<file path="src/rtl/ddr4_rd_burst_ctrl.sv">
// DDR4 read-burst master on the MIG ui_clk: issues BURST_LEN read commands per rd_start,
// forwards returned beats with one cycle of latency and walks a frame buffer linearly.
module ddr4_rd_burst_ctrl #(
  parameter int unsigned BASE_ADDR    = 0,
  parameter int          ADDR_W       = 29,
  parameter int unsigned ADDR_STEP    = 8,
  parameter int unsigned BURST_LEN    = 64,
  parameter int unsigned FRAME_BURSTS = 2025
) (
  input  logic              wrclk,
  input  logic              rst,
  input  logic              init_calib_complete,
  input  logic              rd_start,
  output logic              user_rd_end,
  output logic              rd_frame_end,
  output logic              rd_data_valid,
  output logic [511:0]      rd_data,
  output logic              app_en,
  output logic [2:0]        app_cmd,
  output logic [ADDR_W-1:0] app_addr,
  input  logic              app_rdy,
  input  logic [511:0]      app_rd_data,
  input  logic              app_rd_data_valid
);

  localparam int CW = $clog2(BURST_LEN) + 1;
  localparam int BW = (FRAME_BURSTS > 1) ? $clog2(FRAME_BURSTS) : 1;
  localparam logic [ADDR_W-1:0] BASE       = ADDR_W'(BASE_ADDR);
  localparam logic [ADDR_W-1:0] STEP       = ADDR_W'(ADDR_STEP);
  localparam logic [ADDR_W-1:0] BURST_SPAN = ADDR_W'(BURST_LEN * ADDR_STEP);
  localparam logic [CW-1:0]     LAST_IDX   = CW'(BURST_LEN - 1);
  localparam logic [BW-1:0]     LAST_BURST = BW'(FRAME_BURSTS - 1);

  typedef enum logic [1:0] {IDLE, CMD, WAIT} state_t;

  state_t            state;
  state_t            state_next;
  logic [CW-1:0]     cmd_cnt;
  logic [CW-1:0]     beat_cnt;
  logic [BW-1:0]     burst_cnt;
  logic [ADDR_W-1:0] burst_addr;
  logic              accept;
  logic              last_cmd;
  logic              beat_in;
  logic              last_beat;
  logic              frame_last;

  // Handshake: a command transfers on a rising edge where app_en and app_rdy are both high;
  // app_en/app_addr hold otherwise. Read beats have no back-pressure and are taken when
  // app_rd_data_valid is high, but only while a burst is open.
  assign app_cmd    = 3'b001;
  assign accept     = app_en && app_rdy;
  assign last_cmd   = accept && (cmd_cnt == LAST_IDX);
  assign beat_in    = app_rd_data_valid && (state != IDLE);
  assign last_beat  = beat_in && (beat_cnt == LAST_IDX);
  assign frame_last = (burst_cnt == LAST_BURST);

  always_ff @(posedge wrclk) begin
    if (rst) state <= IDLE;
    else     state <= state_next;
  end

  always_comb begin
    state_next = state;
    case (state)
      IDLE: if (rd_start && init_calib_complete) state_next = CMD;
      // Data can race ahead of the last command, so burst end is honoured in CMD too.
      CMD: begin
        if (last_beat)     state_next = IDLE;
        else if (last_cmd) state_next = WAIT;
      end
      WAIT: if (last_beat) state_next = IDLE;
      default: state_next = IDLE;
    endcase
  end

  always_ff @(posedge wrclk) begin
    if (rst) begin
      app_en        <= 1'b0;
      app_addr      <= BASE;
      rd_data_valid <= 1'b0;
      rd_data       <= '0;
      user_rd_end   <= 1'b0;
      rd_frame_end  <= 1'b0;
      cmd_cnt       <= '0;
      beat_cnt      <= '0;
      burst_cnt     <= '0;
      burst_addr    <= BASE;
    end else begin
      rd_data_valid <= beat_in;
      user_rd_end   <= last_beat;
      rd_frame_end  <= last_beat && frame_last;
      if (beat_in) rd_data <= app_rd_data;

      case (state)
        IDLE: begin
          if (state_next == CMD) begin
            app_en   <= 1'b1;
            app_addr <= burst_addr;
          end
        end
        CMD: begin
          if (accept) begin
            app_addr <= app_addr + STEP;
            cmd_cnt  <= cmd_cnt + CW'(1);
          end
          // Losing calibration parks the command stream; it resumes where it stopped.
          app_en <= init_calib_complete && !last_cmd && !last_beat;
        end
        default: app_en <= 1'b0;
      endcase

      if (last_beat) begin
        cmd_cnt  <= '0;
        beat_cnt <= '0;
        if (frame_last) begin
          burst_cnt  <= '0;
          burst_addr <= BASE;
        end else begin
          burst_cnt  <= burst_cnt + BW'(1);
          burst_addr <= burst_addr + BURST_SPAN;
        end
      end else if (beat_in) begin
        beat_cnt <= beat_cnt + CW'(1);
      end
    end
  end

endmodule

</file>
<file path="config.mk">
export PLATFORM = sky130hd
export DESIGN_NAME = ddr4_rd_burst_ctrl
export DESIGN_NICKNAME = d
export VERILOG_FILES = /design/src/rtl/ddr4_rd_burst_ctrl.sv
export SDC_FILE = /design/constraint.sdc
export NUM_CORES = 1
export LEC_CHECK = 0
export CORE_AREA = 2 2 414 416
export CTS_CLUSTER_DIAMETER = 100
export DETAILED_ROUTE_END_ITERATION = 12
export DIE_AREA = 0 0 416 418
export PLACE_DENSITY = 0.41
export SLEW_MARGIN = 25
export SYNTH_ARGS = -nofsm -noshare
export SYNTH_HDL_FRONTEND = slang
export SYNTH_SLANG_ARGS = --single-unit
</file>
<file path="constraint.sdc">
create_clock -name wrclk -period 6.2 [get_ports wrclk]
set_input_delay 0.62 -clock wrclk [delete_from_list [all_inputs] [get_ports wrclk]]
set_output_delay 0.62 -clock wrclk [all_outputs]
set_load 0.005 [all_outputs]
</file>
==> flow_summary.toml <==
[critical_path]
start_kind = "flip-flop"
worstSetupStartpoint = "beat_cnt[0]$_SDFFE_PP0P_"
worst_ep_arrival_time_ns = 3.36
worstSetupEndpoint = "burst_cnt[9]$_SDFFE_PP0P_"
worstSetupPathType = "reg2reg"
r2r_end = "burst_cnt[9]$_SDFFE_PP0P_"
r2r_start = "beat_cnt[0]$_SDFFE_PP0P_"
rrSetupSlack_ns = 3.39
critPathMaxFanout = 33
reg2reg_depth = 5
cp.required_ns = 6.74
cp-end-kind = "flip-flop"

[pwr]
ir_worst_vdd_mv = 0.181
pwr-share-clk_pct = 49.4
p_int_w = 0.00730
power.density_mw_per_mm2 = 265
seq_power_share_pct = 40.5
pwr-share-comb_pct = 10.1
netSwitchingPower_w = 0.00250
leakage_nw = 12.0
power.share.switching_pct = 25.5

[clock_network]
cts_htree_levels = 3
clk_pin_slew_ns = 0.06
post_cts_resized = 0
cts_tree = "yes"
cts_max_path_buffers = 3
cts_root_buf = "clkbuf_16"
post_cts_buffers = 0
clk_latency_ns = 0.72
cts_num_sinks = 590
hold_buffers = 0
numCtsBuffers = 83

[global_route]
antenna_found_initial = 49
gr-total-overflow = 0
grtUsageTotal_pct = 13.7
grt_pass1_vias = 21700
grt_max_degree = 181
grt_pass1_wl_um = 171000

[placed_design]
dp_cells = 5821
dpl_cell_area_mm2 = 0.0343
hpwl_um = 94200
io_buffers = 1062
globalplace.congestion = 0.853
place_ws_ns = 2.86

[yosys]
synth_commonest_cells = "nand2_1 (1069), dfxtp_1 (590), a21oi_1 (559)"
synth_xor_xnor_area_share_pct = 0.696
yosys.area.top_type_share_pct = 55.2
synthFlopType = "dfxtp_1"
synth-edff-count = 0
yosysMostFrequentCell = "nand2_1"
ys_top_cells_by_area = "dfxtp_1 (55%), nand2_1 (19%), a21oi_1 (13%)"
synth_top_family_by_area = "simple AND/OR/NAND/NOR gates"
syn_area_per_cell_um2 = 7.86
muxShareOfSynthArea_pct = 0
netlist_area_mm2 = 0.0214
synth_cell_types = 61
syn_inst = 2723
synth_compound_area_share_pct = 15.8
synth-simple-area-share_pct = 23.9
yosys.area.top_type = "dfxtp_1"
synth-adder-area-share_pct = 0.351
ys_seq_elements = 590
ys_warn_count = 0
ys_seq_area_share_pct = 55.2
async_flop_share_pct = 0

[timing]
skew_ns = 0.0204
drv_slew = 0
relSlewSlack_pct = 29.9
max_freq_ghz = 0.355
worst_pin_slew_ns = 1.05
hold_viol_final = 0
fin_setup_tns_ns = 0
finalSetupViolations = 0
final.min_clock_period_ns = 2.81
fin_crit_sh_pct = 45.4
rsz0062_at_grt = "no"
setup_ws_ns = 3.39

[cells_and_area]
finish.instance_area_mm2 = 0.0371
areaGrowthSynthToFinish_pct = 73.3
drive_gt1_share_pct = 4.45
final_nets = 4212
finalNonFillerCells = 5983
fillCellCount = 18700

[floorplanning]
row_count = 151
die_y_um = 418
pin_count = 1066
start_util_pct = 12.7
core_area_mm2 = 0.169
die_w_um = 416
die-area_mm2 = 0.174

[route]
wl_per_cell_um = 20.9
avgViaCountPerCell = 3.78
via_count = 22600
firstDrtPassIters = 5
drc = 0
first_iter_violations = 1168
routed_wl_um = 125000
ant_nets = 0

[status]
status = "complete, no violations"

[job]
cap_violations = 0

[min_path]
worstHoldPathType = "in2reg"
-- registers in the layout (all words and copies together), names as in the netlist, 2 cells and up --
| register | count |
|---|---|
| burst_cnt | 11 |
| beat_cnt | 7 |
| app_addr | 27 |
| cmd_cnt | 7 |
| burst_addr | 20 |
| state | 2 |
| rd_data | 512 |
-- worst max-delay path, stage by stage, from the launching register on --
cell     delay [ns]
dfxtp_1        0.36
ha_1           0.28
inv_1          0.14
or4_2          0.99
o21ai_4        0.78
a21oi_1        0.10
-- placed cells by master (no fill, tap or decap), drive strengths merged, types with 13 or more instances in the layout --
| master | n |
|---|---|
| a21oi | 559 |
| nor2 | 34 |
| nor3 | 13 |
| clkinv | 15 |
| o31ai | 15 |
| or4 | 23 |
| inv | 17 |
| dfxtp | 590 |
| clkdlybuf4s50 | 1061 |
| clkbuf | 128 |
| buf | 23 |
| nand4 | 20 |
| o21ai | 20 |
| nand3 | 29 |
| nor4 | 13 |
| or3 | 13 |
| nand2 | 1069 |
| and3 | 14 |
-- routing by layer --
metal / wire, um / part of all wire (%) / GRT usage (%) / up-vias
li1: - / - / - / 11000
met1: 50500 / 40 / 16.0 / 10800
met2: 61500 / 49 / 23.1 / 679
met3: 9650 / 7.7 / 4.79 / 191
met4: 3120 / 2.5 / 4.74 / 2
met5: 11 / 0.0088 / 0 / -
-- how the worst min path moves through the flow --
stage	from	endpoint	depth (start not counted)
floorplan	burst_cnt[10]$_SDFFE_PP0P_	burst_cnt[10]$_SDFFE_PP0P_	2
global placement	rd_data[120]$_SDFFE_PP0P_	rd_data[120]$_SDFFE_PP0P_	2
detailed placement	rd_data[268]$_SDFFE_PP0P_	rd_data[268]$_SDFFE_PP0P_	2
CTS	rst	rd_data[323]$_SDFFE_PP0P_	2
global route	rst	rd_data[89]$_SDFFE_PP0P_	2
finish	rst	rd_data[337]$_SDFFE_PP0P_	2
-- layout make-up --
type / instances / area [um2] / share of cell area (%)
Tap cell: 2218 / 2780 / 7.49
Multi-Input combinational cell: 1916 / 8750 / 23.6
Sequential cell: 590 / 11800 / 31.9
Clock buffer: 128 / 2480 / 6.68
Antenna cell: 10 / 25.0 / 0.0675
Clock inverter: 24 / 283 / 0.763
Timing Repair Buffer: 1084 / 10900 / 29.4
Inverter: 13 / 48.8 / 0.132
-- power by group through the flow --
stage,Sequential [W],Combinational (W),Clock (W)
3_3_place_gp,0.00405,0.00100,0
3_5_place_dp,0.00405,0.000997,0
4_1_cts,0.00397,0.00100,0.00506
5_1_grt,0.00398,0.00107,0.00519
2_1_floorplan,0.00405,0.000271,0
6_report,0.00397,0.000986,0.00485
-- logic make-up (layout without fill, tap and decap cells) --
family          Yosys count  after routing
simple gates           1251           1251
buf+inv                 218           1249
compound gates          639            639
xor+xnor                 17             17
flops                   590            590
fa+ha+maj                 6              6
other cells               2             13
-- through the flow --
step	util (%)	power, W	hold slack (ns)
finish	21.9	0.00981	0.322
global route	21.9	0.0102	0.342
CTS	21.9	0.0100	0.307
detailed placement	20.3	0.00505	0.445
global placement	20.3	0.00505	0.440
floorplan	-	0.00432	0.447
Note: power is estimated with default switching activity, not from simulation.
